File: src/rtl/ctrl_pipeline.sv
// Control-side pipeline registers (ID/EX, EX/MEM, MEM/WB) for the RV32I 5-stage core,
// with branch redirect, load-use stall and EX operand forwarding selects.
module ctrl_pipeline #(
   parameter int REG_ADDR_W = 5,
   parameter int ALUCTRL_W  = 3
) (
   input  logic                  clk,
   input  logic                  rst_n,
   input  logic                  id_valid,
   input  logic                  id_regWrite,
   input  logic                  id_aluSrc,
   input  logic                  id_memWrite,
   input  logic                  id_resultSrc,
   input  logic                  id_branch,
   input  logic [ALUCTRL_W-1:0]  id_aluControl,
   input  logic [REG_ADDR_W-1:0] id_rs1,
   input  logic [REG_ADDR_W-1:0] id_rs2,
   input  logic [REG_ADDR_W-1:0] id_rd,
   input  logic                  ex_zero,
   output logic                  ex_valid,
   output logic                  ex_regWrite,
   output logic                  ex_aluSrc,
   output logic                  ex_memWrite,
   output logic                  ex_resultSrc,
   output logic                  ex_branch,
   output logic [ALUCTRL_W-1:0]  ex_aluControl,
   output logic [REG_ADDR_W-1:0] ex_rs1,
   output logic [REG_ADDR_W-1:0] ex_rs2,
   output logic [REG_ADDR_W-1:0] ex_rd,
   output logic                  mem_regWrite,
   output logic                  mem_memWrite,
   output logic                  mem_resultSrc,
   output logic [REG_ADDR_W-1:0] mem_rd,
   output logic                  wb_regWrite,
   output logic                  wb_resultSrc,
   output logic [REG_ADDR_W-1:0] wb_rd,
   output logic                  pcSrc,
   output logic                  stall,
   output logic                  flush,
   output logic [1:0]            forwardA,
   output logic [1:0]            forwardB
);

   logic hazard;
   logic bubble;

   assign pcSrc  = ex_valid & ex_branch & ex_zero;
   assign hazard = ex_valid & ex_resultSrc & ex_regWrite & (ex_rd != '0) & id_valid &
                   ((ex_rd == id_rs1) | (ex_rd == id_rs2));
   // A taken branch squashes the ID instruction anyway, so it wins over a stall.
   assign stall  = hazard & ~pcSrc;
   assign flush  = pcSrc;
   assign bubble = stall | pcSrc;

   always_ff @(posedge clk or negedge rst_n) begin
      if (!rst_n) begin
         ex_valid      <= 1'b0;
         ex_regWrite   <= 1'b0;
         ex_aluSrc     <= 1'b0;
         ex_memWrite   <= 1'b0;
         ex_resultSrc  <= 1'b0;
         ex_branch     <= 1'b0;
         ex_aluControl <= '0;
         ex_rs1        <= '0;
         ex_rs2        <= '0;
         ex_rd         <= '0;
      end else if (bubble) begin
         ex_valid      <= 1'b0;
         ex_regWrite   <= 1'b0;
         ex_aluSrc     <= 1'b0;
         ex_memWrite   <= 1'b0;
         ex_resultSrc  <= 1'b0;
         ex_branch     <= 1'b0;
         ex_aluControl <= '0;
         ex_rs1        <= '0;
         ex_rs2        <= '0;
         ex_rd         <= '0;
      end else begin
         ex_valid      <= id_valid;
         ex_regWrite   <= id_regWrite & id_valid;
         ex_aluSrc     <= id_aluSrc;
         ex_memWrite   <= id_memWrite & id_valid;
         ex_resultSrc  <= id_resultSrc;
         ex_branch     <= id_branch & id_valid;
         ex_aluControl <= id_aluControl;
         ex_rs1        <= id_rs1;
         ex_rs2        <= id_rs2;
         ex_rd         <= id_rd;
      end
   end

   always_ff @(posedge clk or negedge rst_n) begin
      if (!rst_n) begin
         mem_regWrite  <= 1'b0;
         mem_memWrite  <= 1'b0;
         mem_resultSrc <= 1'b0;
         mem_rd        <= '0;
         wb_regWrite   <= 1'b0;
         wb_resultSrc  <= 1'b0;
         wb_rd         <= '0;
      end else begin
         mem_regWrite  <= ex_regWrite;
         mem_memWrite  <= ex_memWrite;
         mem_resultSrc <= ex_resultSrc;
         mem_rd        <= ex_rd;
         wb_regWrite   <= mem_regWrite;
         wb_resultSrc  <= mem_resultSrc;
         wb_rd         <= mem_rd;
      end
   end

   always_comb begin
      forwardA = 2'b00;
      if (mem_regWrite && (mem_rd != '0) && (mem_rd == ex_rs1))
         forwardA = 2'b10;
      else if (wb_regWrite && (wb_rd != '0) && (wb_rd == ex_rs1))
         forwardA = 2'b01;
   end

   always_comb begin
      forwardB = 2'b00;
      if (mem_regWrite && (mem_rd != '0) && (mem_rd == ex_rs2))
         forwardB = 2'b10;
      else if (wb_regWrite && (wb_rd != '0) && (wb_rd == ex_rs2))
         forwardB = 2'b01;
   end

endmodule

File: config.mk
export PLATFORM = sky130hd
export DESIGN_NAME = ctrl_pipeline
export DESIGN_NICKNAME = d
export VERILOG_FILES = /design/src/rtl/ctrl_pipeline.sv
export SDC_FILE = /design/constraint.sdc
export NUM_CORES = 1
export LEC_CHECK = 0
export BUFFER_PORTS_ARGS = -buffer_cell sky130_fd_sc_hd__buf_4
export CAP_MARGIN = 15
export CORE_MARGIN = 1.5
export CORE_UTILIZATION = 40
export DETAILED_ROUTE_END_ITERATION = 16
export GPL_TIMING_DRIVEN = 0
export PLACE_DENSITY = 0.7
export SLEW_MARGIN = 15
export SYNTH_ARGS = -nofsm -noshare
export SYNTH_HDL_FRONTEND = slang
export SYNTH_SLANG_ARGS = --single-unit
export TNS_END_PERCENT = 30
File: constraint.sdc
create_clock -name clk -period 4.9 [get_ports clk]
set_clock_uncertainty 0.1 [all_clocks]
set_input_delay 0.735 -clock clk [delete_from_list [all_inputs] [get_ports clk]]
set_output_delay 0.735 -clock clk [all_outputs]
set_load 0.05 [all_outputs]
======== After elaboration in Yosys (flattened, before gate mapping) ========
Index checks and enable logic that the tools add are counted.
operators by class
  reduce and logical (&&, ||, !) cells .... 9
  eq/ne operators ......................... 6
  multiplexer cells ....................... 14
  bitwise logic cells ..................... 14
operator list
  operator           number
  $eq 5x5->1         6
  $mux 5             3
  $reduce_bool 5->1  3
  $and 1x1->1        11
  $mux 1             8
  $logic_and 1x1->1  6
  $mux 2             2
  $mux 3             1
  $or 1x1->1         2
  $not 1->1          1
storage, ports and cells
  bits of input ports ..................... 27
  flip-flop bits (word level) ............. 39
  output and inout port bits .............. 46
  logic and storage cells ................. 60

======== Logic depth before layout (Yosys ltp) ========
  word-level depth ........................ 8
  gate-level depth with buffers ........... 5
  mapped depth without buffers ............ 4

======== Worst setup path after synthesis ========
Ideal clock, no wire load.
  kind .................................... register to output
  start ................................... reg mem_rd[1]
  end ..................................... out forwardA[0]
  path buffers ............................ 0
  cell stages (with the launch flop) ...... 5
  arrival time ............................ 3.150 ns
  data required time ...................... 4.065 ns
  setup slack ............................. 0.915 ns
  path through ............................ dfrtp_1 -> or4_4 -> o21ai_2 -> nor4_1 -> nor4_2
between the ends
  cells in the longest elaborated chain, start to end .. 4
  elaborated cells between the ends (all ways) .. 5
  classes of those cells .................. 1 x eq/ne; 1 x mux; 3 x reduce/logical
RTL lines
  item                    RTL line  source
  from (decl)             33        output logic [REG_ADDR_W-1:0] mem_rd,
  from (signal assigned)  105       mem_rd <= ex_rd;
  $reduce_bool 5->1       114       if (mem_regWrite && (mem_rd != '0) && (mem_rd == ex_rs1))
  $logic_and 1x1->1       114
  $logic_and 1x1->1 (*)   114
  $mux 2 (*)              114
  to (decl)               40        output logic [1:0] forwardA,
Every way passes the cells marked *; elsewhere a longest branch is shown, timed or not.

======== Worst setup path after layout ========
  start ................................... reg mem_rd[1]
  end ..................................... out forwardB[0]
between the ends
  cells in the longest elaborated chain, start to end .. 4
  elaborated cells between the ends (all ways) .. 5
  classes of those cells .................. 1 x eq/ne; 1 x mux; 3 x reduce/logical
RTL lines
  item                   RTL line  source
  $reduce_bool 5->1      122       if (mem_regWrite && (mem_rd != '0) && (mem_rd == ex_rs2))
  $logic_and 1x1->1      122
  $logic_and 1x1->1 (*)  122
  $mux 2 (*)             122
  to (decl)              41        output logic [1:0] forwardB
Marked as above.

==> results.tsv <==
metric	value	unit
antenna-diode-count	0	
max_root_sink_buffers	2	
crit_type	flip-flop to primary output	
layout_min_cycle_time	2.90	ns
largest_net_degree_at_the_start_of_global_routing	40	
cell_internal_pwr	570	uW
final-hold-violation-count	0	
initial_utilization	0.413	
rows	23	
totalNegativeSetupSlack	0	ns
instances_no_fill	278	
powerDensity	345	nW/um^2
drt-pass1-iter-count	4	
post_synth_inst_count	148	
clock_latency	0.29	ns
avgRoutedWirePerCell	13.1	um
slew_headroom	0.632	
yosys-top-cells-area	sky130_fd_sc_hd__dfrtp_1 60%, sky130_fd_sc_hd__xnor2_1 8.5%, sky130_fd_sc_hd__a21oi_1 7.6%, sky130_fd_sc_hd__xor2_1 7.5%, sky130_fd_sc_hd__nand2_1 5.3%	
fill_cell_total_of_the_finished_layout	369	
drc	0	
total_switching_power	244	uW
clock_tree.root_cell	sky130_fd_sc_hd__clkbuf_8	
syn_area_per_cell	11.1	um^2
tightest_slew	0.553	ns
synth.ff_latch_count	39	
drt-vias-per-instance	4.81	
hold_buffers	0	
required	4.07	ns
routed_wirelength	3640	um
timing.critical_path.fanout_max	5	
final_common_cell	sky130_fd_sc_hd__buf_4	
netlist.area_leader.share	0.595	
pin_count	73	
critical_path.endpoint_type	primary output	
post_cts.repair.setup_buffers	0	
multi_input_area	627	um^2
cts_sinks	39	
synth.net_count	175	
gr-usage-met1	0.235	
status	finished clean	
ctsResizeCount	0	
grt_busiest_layer	met2	
die_y	67.0	um
cell_accounting_for_the_most_synthesized_area	sky130_fd_sc_hd__dfrtp_1	
first_global_vias	1257	
ys_seq_area_frac	0.595	
areaGrowthSynthToFinish	44.0	%
antenna_violating_nets_post_route	0	
achievable-frequency	345	MHz
clock_buffer_count_from_cts	5	
met3_routing_resource_usage_after_global_routing	0.0642	
layout.nets	254	
post_synth_num_cell_types	21	
fp.dieW	67.0	um
grt_setup_unrepaired	no	
vdd.ir_drop.worst	0.000224	V
grt_pass1_wl	5860	um
min_period_over_period	0.591	
grt_overflow	0	
layout-drive-gt1-share	0.382	
drtIter0Drc	32	
antenna_found_initial	0	
drv_cap	0	
timing_max_transition_violations_final	0	
core_area	3970	um^2
setup_viol	0	
synth_warnings	0	
most_frequent_cells_in_the_layout	73 x sky130_fd_sc_hd__buf_4, 39 x sky130_fd_sc_hd__dfrtp_1, 25 x sky130_fd_sc_hd__a21oi_1, 23 x sky130_fd_sc_hd__nand2_1, 16 x sky130_fd_sc_hd__xnor2_1	
detailed_place_hpwl	2810	um
hold_path_class	flip-flop to flip-flop	
synthesis.area	1640	um^2
global_route.usage.total	0.180	
p_leak	0.00117	uW
dr_total_vias	1337	
cp.arrival	2.06	ns
comb_power_share	0.222	
netSwitchingFraction	0.300	
power.clock.fraction	0.332	
critical_path.startpoint_type	flip-flop	
layout.area.seq	976	um^2
use_met2	0.270	
path_clk_slew	0.07	ns
placed_cells_incl_taps	270	
portBuffers	72	
globalplace.congestion	0.781	
cts_tree	done	
total_die_area	4490	um^2
htree_num_levels	2	
power.sequential.fraction	0.447	
-- final timing paths --
kind | cells after the start | endpoint | from | slack, ns
min | 0 | wb_resultSrc | mem_resultSrc | 0.28
min in group asynchronous | 1 | wb_rd[2] | rst_n | 0.30
max in group asynchronous | 1 | wb_regWrite | rst_n | 4.08
max reg2reg | 5 | ex_rs2[0] | ex_rd[2] | 3.03
max | 5 | forwardB[0] | mem_rd[1] | 2.00
min reg2reg | 0 | wb_resultSrc | mem_resultSrc | 0.28
-- cell usage after synthesis (all sizes together) --
cell / count
dfrtp: 39
a21oi: 25
nand2: 23
xnor2: 16
xor2: 14
nand3: 8
clkbuf: 4
nor4: 4
or4: 4
buf: 3
o21ai: 2
and3: 1
inv: 1
nand4: 1
nor2: 1
nor3: 1
o22ai: 1
-- flip-flops by register name, summed over array words and instances, names as in the netlist --
| name | cells |
|---|---|
| wb_rd | 5 |
| ex_branch | 1 |
| ex_aluSrc | 1 |
| ex_rs1 | 5 |
| mem_rd | 5 |
| ex_regWrite | 1 |
| ex_rd | 5 |
| ex_resultSrc | 1 |
| ex_aluControl | 3 |
| ex_valid | 1 |
| mem_resultSrc | 1 |
| wb_regWrite | 1 |
| ex_memWrite | 1 |
| mem_memWrite | 1 |
| mem_regWrite | 1 |
| ex_rs2 | 5 |
| wb_resultSrc | 1 |
-- worst max-delay path: stages, from the launching register on --
cell and delay [ns]:
sky130_fd_sc_hd__dfrtp_1 0.44, sky130_fd_sc_hd__or4_4 0.56, sky130_fd_sc_hd__o21ai_2 0.16, sky130_fd_sc_hd__nor4_1 0.11, sky130_fd_sc_hd__nor4_2 0.27, sky130_fd_sc_hd__buf_4 0.24
-- power by group through the flow --
stage / logic, uW / registers, uW / clock network [uW]
4_1_cts: 182 / 364 / 277
3_3_place_gp: 181 / 369 / 0
5_1_grt: 193 / 367 / 291
3_5_place_dp: 182 / 370 / 0
6_report: 180 / 364 / 270
2_1_floorplan: 45.0 / 436 / 0
-- through the flow --
| step | power, uW | instance area (um^2) | utilization | setup slack [ns] | hold slack (ns) |
|---|---|---|---|---|---|
| finish | 814 | 2360 | 0.594 | 2.00 | 0.280 |
| global route | 851 | 2360 | 0.594 | 1.89 | 0.296 |
| CTS | 823 | 2360 | 0.594 | 1.97 | 0.284 |
| detailed placement | 552 | 2240 | 0.565 | 2.08 | 0.267 |
| global placement | 550 | 2240 | 0.565 | 2.07 | 0.261 |
| floorplan | 481 | 1640 | - | 0.915 | 0.339 |
-- routing by layer --
metal	part of all wire	routed length (um)
met1	0.46	1680
met2	0.43	1570
met3	0.091	332
met4	0.017	62
met5	0	0
-- cell families (layout without fill, tap and decap cells) --
kind of cell           count (synthesis)  after routing  share of synthesized area
AND/OR/NAND/NOR                       43             43                      0.134
buffers and inverters                  8             88                     0.0221
XOR/XNOR                              30             30                      0.160
AO/OA/AOI/OAI                         28             28                     0.0886
flip-flops                            39             39                      0.595
-- area by class of cell --
| type | count | area share |
|---|---|---|
| inverters | 1 | 0.00159 |
| clock inverters | 2 | 0.0148 |
| well taps | 50 | 0.0265 |
| plain buffers | 7 | 0.0138 |
| flip-flops and latches | 39 | 0.414 |
| clock buffers | 6 | 0.0350 |
| repair buffers | 72 | 0.229 |
| multi-input cells | 101 | 0.266 |
Note: power is estimated with default switching activity, not from simulation.
